==> src/rtl/branch_predictor.sv <==
// Dynamic branch direction predictor for the 5-stage MIPS pipeline.
// Fetch: predecode the instruction and look up a 2-bit saturating counter.
// Decode: train the counter with the comparator outcome, flag mispredicts
// and keep saturating branch / mispredict statistics.
module branch_predictor #(
  parameter int         INDEX_BITS = 6,
  parameter logic [1:0] CNT_INIT   = 2'b01
) (
  input  logic        clk,
  input  logic        rst,
  input  logic [31:0] pcF,
  input  logic [31:0] instrF,
  input  logic        stallD,
  input  logic        flushD,
  input  logic        branchD,
  input  logic        actual_takeD,
  output logic        pred_takeF,
  output logic        pred_takeD,
  output logic        mispredictD,
  output logic [31:0] branch_cnt,
  output logic [31:0] miss_cnt
);

  localparam int ENTRIES = 1 << INDEX_BITS;

  typedef enum logic [5:0] {
    OP_REGIMM = 6'b000001,
    OP_BEQ    = 6'b000100,
    OP_BNE    = 6'b000101,
    OP_BLEZ   = 6'b000110,
    OP_BGTZ   = 6'b000111
  } opcode_e;

  logic [1:0]            r_table [ENTRIES];
  logic                  r_pred_takeD;
  logic                  r_is_branchD;
  logic [INDEX_BITS-1:0] r_idxD;
  logic [31:0]           r_branch_cnt;
  logic [31:0]           r_miss_cnt;

  logic [INDEX_BITS-1:0] w_idxF;
  logic [5:0]            w_op;
  logic [4:0]            w_rt;
  logic                  w_is_branchF;
  logic                  w_train;
  logic                  w_unused;

  assign w_idxF = pcF[INDEX_BITS+1:2];
  assign w_op   = instrF[31:26];
  assign w_rt   = instrF[20:16];

  // PC byte offset, upper PC bits and non-opcode instruction fields play no part in prediction.
  assign w_unused = ^{pcF[31:INDEX_BITS+2], pcF[1:0], instrF[25:21], instrF[15:0]};

  // Predecode: recognise conditional branches (REGIMM only for the four branch rt codes).
  always_comb begin
    // NOTE: default first so every path assigns the output and no latch is inferred.
    w_is_branchF = 1'b0;
    case (w_op)
      OP_BEQ, OP_BNE, OP_BLEZ, OP_BGTZ: w_is_branchF = 1'b1;
      OP_REGIMM: w_is_branchF = (w_rt == 5'b00000) || (w_rt == 5'b00001) ||
                                (w_rt == 5'b10000) || (w_rt == 5'b10001);
      default:   w_is_branchF = 1'b0;
    endcase
  end

  // Read the counter before any same-cycle update lands: no write-to-read bypass.
  assign pred_takeF = w_is_branchF & r_table[w_idxF][1];

  // A stalled branch trains only once it leaves Decode; reset is handled by priority below.
  assign w_train = branchD & ~stallD;

  assign pred_takeD  = r_pred_takeD & r_is_branchD;
  assign mispredictD = branchD & (pred_takeD != actual_takeD);
  assign branch_cnt  = r_branch_cnt;
  assign miss_cnt    = r_miss_cnt;

  // F->D prediction register: flush beats stall, stall holds, otherwise follow Fetch.
  always_ff @(posedge clk) begin
    // NOTE: non-blocking assignments for all clocked state so every register samples pre-edge values.
    if (rst || flushD) begin
      r_pred_takeD <= 1'b0;
      r_is_branchD <= 1'b0;
      r_idxD       <= '0;
    end else if (!stallD) begin
      r_pred_takeD <= pred_takeF;
      r_is_branchD <= w_is_branchF;
      r_idxD       <= w_idxF;
    end
  end

  // Counter table: synchronous clear of all entries, else saturating train on resolution.
  always_ff @(posedge clk) begin
    // NOTE: the table is deliberately reset entry-by-entry so every branch starts weakly not-taken.
    if (rst) begin
      for (int i = 0; i < ENTRIES; i++) r_table[i] <= CNT_INIT;
    end else if (w_train) begin
      if (actual_takeD) begin
        if (r_table[r_idxD] != 2'b11) r_table[r_idxD] <= r_table[r_idxD] + 2'd1;
      end else begin
        if (r_table[r_idxD] != 2'b00) r_table[r_idxD] <= r_table[r_idxD] - 2'd1;
      end
    end
  end

  // Statistics counters, saturating at all-ones.
  always_ff @(posedge clk) begin
    if (rst) begin
      r_branch_cnt <= '0;
      r_miss_cnt   <= '0;
    end else if (w_train) begin
      if (r_branch_cnt != 32'hFFFF_FFFF) r_branch_cnt <= r_branch_cnt + 32'd1;
      if (mispredictD && (r_miss_cnt != 32'hFFFF_FFFF)) r_miss_cnt <= r_miss_cnt + 32'd1;
    end
  end

endmodule

==> config.mk <==
export PLATFORM = sky130hd
export DESIGN_NAME = branch_predictor
export DESIGN_NICKNAME = d
export VERILOG_FILES = /design/src/rtl/branch_predictor.sv
export SDC_FILE = /design/constraint.sdc
export NUM_CORES = 1
export LEC_CHECK = 0
export ABC_CLOCK_PERIOD_IN_PS = 9850
export BUFFER_PORTS_ARGS = -buffer_cell sky130_fd_sc_hd__buf_2
export CAP_MARGIN = 20
export CORE_MARGIN = 10
export CORE_UTILIZATION = 29
export DETAILED_ROUTE_END_ITERATION = 7
export SYNTH_ARGS = -nofsm -noshare
export SYNTH_HDL_FRONTEND = slang
export SYNTH_SLANG_ARGS = --single-unit
==> constraint.sdc <==
create_clock -name clk -period 9.85 [get_ports clk]
set_input_delay 0.4925 -clock clk [delete_from_list [all_inputs] [get_ports clk]]
set_output_delay 0.4925 -clock clk [all_outputs]
set_load 0.005 [all_outputs]
# Word level (Yosys, flattened, before mapping)
# Memory sizes are Yosys's and may differ from the RTL's. A register that Yosys moved wholly into a read port is not among the register bits.
# Index checks and enable logic that the tools add are counted.
# word_totals
reg_bits	72
ramBits	128
input_bits	70
output_inout_bits	67
wordCells	58
n_memories	1
# memory_table
name	words	word_bits	read_ports	rd_ports_with_merged_regs	write_ports	line	source
r_table	64	2	2	1	64	34	logic [1:0] r_table [ENTRIES];
# classes
n_addsub	4
n_eq_ne	12
n_mux	19
bitwise_logic	6
n_reduce_logical	11
# op_table
cell	n
$add 32x1->32 const B	2
$ne 32x32->1 const B	2
$eq 6x3->1 const B	4
$mux 6	3
$mux 1	13
$eq 5x5->1 const B	2
$eq 6x1->1 const B	1
$eq 5x1->1 const B	1
$logic_not 5->1	1
$and 1x1->1	4
$logic_or 1x1->1	4
$mux 2	2
$reduce_and 2->1	2
$reduce_or 4->1	1
$add 2x1->2 const B	1
$ne 2x2->1 const B	1
$pmux 1 s2	1
$reduce_bool 2->1	1
$reduce_or 2->1	1
$sub 2x1->2 const B	1
$logic_and 1x1->1	1
$ne 1x1->1	1
$not 1->1	1
$or 1x1->1	1

# Logic depth before layout (Yosys ltp)
# Gate-level depths: netlist of the first run.
# logic_depth
ltp_word	9
mapped_depth	13
mapped_depth_nobuf	8

# Least setup slack after synthesis of the first run
# Ideal clock, no wire load.
# synth_timing
path_kind	input-to-output
from	input pcF[2]
to	output pred_takeF
t_arrival_ns	3.067
path_slack_ns	6.290
stages	6
n_path_buf	2
path_cell_list	clkbuf_1 > buf_1 > mux4_2 > mux4_2 > mux4_2 > nor2b_1
# synth_between
elab_chain_len	2
# synth_lines
item	line	source
start, declared	11	input logic [31:0] pcF,
$mem_v2 64x2	-	
$and 1x1->1	68	assign pred_takeF = w_is_branchF & r_table[w_idxF][1];
end, declared	17	output logic pred_takeF,
# Every way passes these cells.

==> impl_metrics.yaml, run 1 <==
worst_setup_path:
  cp.arrival_ns: 5.06
  crit_fanout: 80
  cp_cell_sequence: "buf_4 > mux4_2 > mux4_2 > nand2b_1 > a22oi_2 > or2_1 > o22a_4 > buf_4 > a41o_1"
  end_kind: "register"
  cp_slowest_stage_delay_ns: 0.73
  cp.required_ns: 10.09
  critPathSlowestCell: "buf_4"
  path_class: "reg2reg"
  critPathLaunchType: "register"
cts:
  clockBufferDepth: 3
  clkLatencyLatePin_ns: 0.53
  cts_made_buffers: 24
  cts_hold_buffers: 0
  h-tree-depth: 1
  clkTransAtPathRegs_ns: 0.06
  cts_root_buffer: "clkbuf_16"
  cts_tree: "built"
  postCtsSetupBuffers: 0
  post_cts_resized: 0
  clock-sinks: 206
synthesis:
  ys_seq_elements: 206
  ys_seq_area_share_pct: 49.9
  syn_inst: 977
  synth-async-reset-ratio_pct: 0
  yosysWarnings: 0
  syn-cell-area_mm2: 0.0108
  synth_edf_count: 128
  synth_ff_type: "edfxtp_1"
  synth.distinct_cells: 53
  synth.avg_cell_area_um2: 11.1
  synth_nets: 1049
final_layout:
  final_cells: 1524
  nets: 1110
  diodes: 0
  drive_above_1_share_pct: 20.1
  area_growth_pct: 15.6
  area.sequential_mm2: 0.00541
  post-route-util_pct: 34.1
  fillCellCount: 3689
  multi_input_area_mm2: 0.00499
pwr:
  p_total_uw: 2060
  p_int_uw: 1560
  clkPwrFrac_pct: 46.0
  seqPwrFrac_pct: 45.5
  p_comb_share_pct: 8.5
  power_switching_uw: 493
  powerDensity_mw_per_mm2: 164
  ir_worst_vdd_uv: 111
  switching_share_pct: 23.9
  p_leak_uw: 0.00413
timing:
  fmax_ghz: 0.207
  finalHoldViolations: 0
  rsz0062_at_grt: "false"
  min_period_over_period_pct: 48.9
  slew_headroom_pct: 13.1
  min_period_ns: 4.82
  final.setup.tns_ns: 0
  setup_ws_ns: 5.03
  worst_pin_slew_ns: 1.30
  finClkSkew_ns: 0.0176
  finalSetupViolCount: 0
  drv_slew: 0
floorplan:
  coreArea_mm2: 0.0367
  fp.dieH_um: 213
  die_w_um: 213
  rows: 70
  initial_core_util_pct: 29.5
  ios: 137
  dieArea_mm2: 0.0455
grt:
  grt_pass1_wl_mm: 50.5
  gr-usage-met3_pct: 2.73
  antenna_found_initial: 0
  grt-busiest-layer: "met2"
  grtUsageTotal_pct: 14.4
  overflow: 0
  grt_max_degree: 96
  first_global_vias: 8317
  use_met1_pct: 19.7
  use_met2_pct: 22.4
placement:
  dp_slack_ns: 5.08
  dp_cells: 1479
  hpwl_mm: 22.1
  gp_congestion: 0.907
  port_buffers: 87
detailed_routing:
  totalWireLength_mm: 33.5
  vias: 8608
  firstDrtPassIters: 5
  drt_first_iter_violations: 997
  drc: 0
  ant_nets: 0
  wl_per_cell_um: 22.0
  viasPerCell: 5.65
hold_path:
  hold_class: "in2reg"
run_status:
  status: "finished clean"
flow_run:
  drv_cap: 0
power groups by stage:
| stage | registers, uW | clock network, uW | logic [uW] |
|---|---|---|---|
| 2_1_floorplan | 949 | 0 | 126 |
| 3_3_place_gp | 954 | 0 | 167 |
| 3_5_place_dp | 955 | 0 | 169 |
| 4_1_cts | 936 | 955 | 170 |
| 5_1_grt | 938 | 991 | 184 |
| 6_report | 937 | 945 | 175 |
placed cells by master (no fill, tap or decap), types with 3 or more instances in the layout:
cell type and instances:
nor2_1 98, nand4_1 14, o21ai_0 8, nor2b_1 7, edfxtp_1 128, clkbuf_16 26, buf_2 86, or3_1 11
xor2_1 14, or4_1 3, bufinv_16 3, nand3_1 92, clkbuf_1 7, clkinv_2 3, buf_6 4, nor4_1 8
a21o_1 32, a21oi_1 10, and3_1 13, o211ai_1 10, inv_1 17, or2_2 4, and2_1 4, and4_1 6
mux4_2 51, a221oi_1 3, xnor2_1 43, nand2_1 35, buf_4 21, nand2b_1 8, clkbuf_8 3, mux2i_1 27
nor3_1 120, dfxtp_1 76, a41o_1 32
per-layer routing:
layer	wire length (um)	part of all wire, %
met5	0	0
met4	1110	3.3
met3	3430	10
met2	14900	45
met1	14000	42
area by class of cell:
class | instances | share of cell area [%]
sequential | 206 | 43.2
clock inverter | 8 | 0.940
inverter | 17 | 0.510
multi-input combinational | 678 | 39.9
clock buffer | 36 | 5.74
tap | 468 | 4.68
timing repair buffer | 111 | 5.06
worst max-delay path: cells and delay by family, from the launching register on:
family	cells	cell delay (ns)
multiplexers	2	1.13
AO/OA/AOI/OAI	3	1.22
flip-flops	1	0.32
buffers and inverters	2	1.33
AND/OR/NAND/NOR	2	0.44
logic make-up (layout without fill, tap and decap cells):
family / count (synthesis) / after routing / share of synthesized area [%]
AND/OR/NAND/NOR: 431 / 431 / 19.7
XOR/XNOR: 58 / 58 / 4.76
AO/OA/AOI/OAI: 109 / 109 / 8.15
flip-flops: 206 / 206 / 49.9
adder cells (fa/ha/maj): 2 / 2 / 0.231
multiplexers: 78 / 78 / 13.1
buffers and inverters: 93 / 172 / 4.16
registers in the layout, indices dropped and copies added, names as in the netlist, named ones only:
| name | count |
|---|---|
| r_is_branchD | 1 |
| miss_cnt | 32 |
| r_table | 128 |
| r_idxD | 6 |
| r_pred_takeD | 1 |
| branch_cnt | 32 |
per-stage QoR:
| step | cell area [um^2] | hold slack [ns] |
|---|---|---|
| 6_report | 12500 | 0.340 |
| 5_1_grt | 12500 | 0.348 |
| 4_1_cts | 12500 | 0.335 |
| 3_5_place_dp | 11700 | 0.463 |
| 3_3_place_gp | 11600 | 0.454 |
| 2_1_floorplan | 10800 | 0.441 |
Yosys cell counts, drive strengths merged, types with 2 or more instances:
cell / instances / area [um^2]
a21o: 32 / 240
a21oi: 10 / 50.1
a221oi: 4 / 41.3
a22oi: 2 / 25.0
a41o: 32 / 320
and2: 4 / 25.0
and3: 13 / 81.3
and3b: 2 / 17.5
and4: 6 / 52.6
buf: 36 / 236
clkbuf: 40 / 150
dfxtp: 78 / 1560
edfxtp: 128 / 3840
ha: 2 / 25.0
inv: 17 / 63.8
mux2i: 27 / 270
mux4: 51 / 1150
nand2: 35 / 131
nand2b: 8 / 50.1
nand3: 92 / 460
nand3b: 2 / 15.0
nand4: 14 / 87.6
nor2: 98 / 368
nor2b: 7 / 43.8
nor3: 120 / 601
nor4: 8 / 50.1
o211ai: 10 / 75.1
o21ai: 9 / 45.0
o221ai: 2 / 17.5
o22ai: 3 / 25.0
or2: 5 / 31.3
or3: 11 / 68.8
or4: 3 / 22.5
xnor2: 44 / 393
xor2: 14 / 123
final timing paths:
path,slack (ns),cells after the start,startpoint,endpoint
setup reg to reg,5.03,9,register,r_table[63][0]$_SDFFCE_PN1P_
setup / recovery,5.03,9,register,r_table[63][0]$_SDFFCE_PN1P_
hold / removal,0.34,3,pcF[7],r_idxD[5]$_SDFFE_PP0N_
hold reg to reg,0.46,2,r_pred_takeD$_SDFFE_PP0N_,r_pred_takeD$_SDFFE_PP0N_
Note: power is estimated with default switching activity, not from simulation.
==> inputs of run 2 (changes only) <==
ABC_CLOCK_PERIOD_IN_PS = 4600   (was 9850)
clock period = 4.6 ns   (was 9.85 ns; I/O delays follow)
==> run 2 against run 1 <==
Effect of this change: critical path depth unchanged; die area is the same; total power up 100%; critical endpoint is now r_table[1][1]$_SDFFCE_PN0P_; worst hold slack lost 0.24 ns; largest power group is now registers; final area rose by 0.32%; sequential share of layout area is 0.14 points lower; first-iteration DRC count decreased by 24%; sequential power is 110% higher; non-clock buffer count is 17 higher.
==> impl_metrics.yaml, run 2 (synthesis results as in run 1) <==
run_status:
  status: "finished clean"
worst_setup_path:
  end_kind: "register"
  reg2regPathDepth: 9
  path_class: "reg2reg"
  crit_cells: 9
  cp.arrival_ns: 4.22
  cp_cell_sequence: "buf_4 > mux4_2 > mux2i_1 > a221oi_1 > a22oi_2 > or2_1 > o22a_4 > buf_4 > a21o_1"
  critical-path-top-delay-family: "compound AO/OA/AOI/OAI gates"
  path_buf_inv: 2
  cp_slowest_stage_delay_ns: 0.70
  cp.required_ns: 4.82
  crit_top_cell: "buf_4"
  critPathSlowestCell: "dfxtp_2"
  r2r_slack_ns: 0.60
  crit_fanout: 37
  critPathLaunchType: "register"
detailed_routing:
  viasPerCell: 5.52
  totalWireLength_mm: 32.3
  wl_per_cell_um: 21.0
  firstDrtPassIters: 5
  vias: 8496
  drt_first_iter_violations: 760
  drc: 0
  ant_nets: 0
floorplan:
  fp.dieH_um: 213
  die_w_um: 213
  ios: 137
  initial_core_util_pct: 29.5
  dieArea_mm2: 0.0455
  rows: 70
  coreArea_mm2: 0.0367
final_layout:
  area.sequential_mm2: 0.00541
  area_growth_pct: 15.9
  final_common_cell: "edfxtp_1"
  fillCellCount: 3624
  diodes: 0
  final_cell_mix: "edfxtp_1 (128), nor3_1 (120), nor2_1 (98)"
  largest_register: "r_table"
  largest_register_ffs: 128
  drive_above_1_share_pct: 21.3
  nets: 1126
  multi_input_area_mm2: 0.00499
timing:
  finalSetupViolCount: 0
  final.setup.tns_ns: 0
  min_period_over_period_pct: 86.9
  finalHoldViolations: 0
  rsz0062_at_grt: "false"
  min_period_ns: 4.00
  drv_slew: 0
  worst_pin_slew_ns: 1.05
  fmax_ghz: 0.250
  setup_ws_ns: 0.604
  slew_headroom_pct: 29.9
  finClkSkew_ns: 0.0115
cts:
  cts_tree: "built"
  postCtsSetupBuffers: 0
  clkLatencyLatePin_ns: 0.52
  cts_root_buffer: "clkbuf_16"
  clock-sinks: 206
  clkTransAtPathRegs_ns: 0.06
  cts_hold_buffers: 0
  h-tree-depth: 1
  post_cts_resized: 0
  cts_made_buffers: 23
  clockBufferDepth: 3
pwr:
  p_leak_uw: 0.00417
  powerDensity_mw_per_mm2: 334
  ir_worst_vdd_uv: 247
grt:
  grt_pass1_wl_mm: 49.8
  grtUsageTotal_pct: 14.1
  overflow: 0
  first_global_vias: 8343
  antenna_found_initial: 1
  grt_max_degree: 91
hold_path:
  hold_class: "in2reg"
  min_path_cells: 3
placement:
  dp_slack_ns: 0.635
  gp_congestion: 0.908
  hpwl_mm: 22.8
  port_buffers: 87
flow_run:
  drv_cap: 0
[run 2: changes by cell type in the layout (fill, tap and decap cells not counted)]
cell and change:
buf_4 +19, clkinv_1 +3, clkinv_2 +1, clkbuf_8 +2, inv_6 +1, clkbuf_16 -3
buf_6 -4, clkbuf_1 -4, bufinv_16 -2, buf_12 +2
[run 2: where the power goes]
group / total [uW] / switching, uW / leakage (uW) / internal, uW
clock network: 1800 / 746 / 0.000368 / 1050
registers: 2010 / 27.9 / 0.00173 / 1980
logic: 379 / 245 / 0.00208 / 134
total: 4190 / 1020 / 0.00417 / 3170
[run 2: stage by stage]
step	power (uW)	utilization (%)	instance area [um^2]	std cells	hold WS, ns
2_1_floorplan	2300	-	10800	977	0.401
5_1_grt	4320	34.2	12600	1539	0.111
3_5_place_dp	2420	32.2	11800	1496	0.467
6_report	4190	34.2	12600	1539	0.0987
3_3_place_gp	2410	32.2	11800	1496	0.457
4_1_cts	4210	34.2	12500	1538	0.0878
[run 2: cell type report]
class                   count  share of cell area, %
clock inverters            11                  0.658
inverters                  17                  0.508
clock buffers              31                   5.22
repair buffers            128                   6.14
flip-flops and latches    206                   43.1
well taps                 468                   4.66
multi-input cells         678                   39.7
[run 2: final timing paths]
path,startpoint,end
setup / recovery,register,r_table[1][1]$_SDFFCE_PN0P_
hold / removal,pcF[7],r_idxD[5]$_SDFFE_PP0N_
setup reg to reg,register,r_table[1][1]$_SDFFCE_PN0P_
hold reg to reg,r_pred_takeD$_SDFFE_PP0N_,r_pred_takeD$_SDFFE_PP0N_
[run 2: metal layers]
metal | vias up | wire, um | global-route usage, %
met3 | 60 | 3390 | 3.27
met5 | - | 0 | 0
met1 | 4100 | 13500 | 19.1
met4 | 0 | 936 | 4.64
li1 | 3874 | - | -
met2 | 462 | 14500 | 21.6
[run 2: worst reg2reg max path: stages, from the launching register on]
cell and delay (ns):
dfxtp_2 0.70, buf_4 0.33, mux4_2 0.52, mux2i_1 0.23, a221oi_1 0.18, a22oi_2 0.44, or2_1 0.26, o22a_4 0.45
buf_4 0.36, a21o_1 0.22
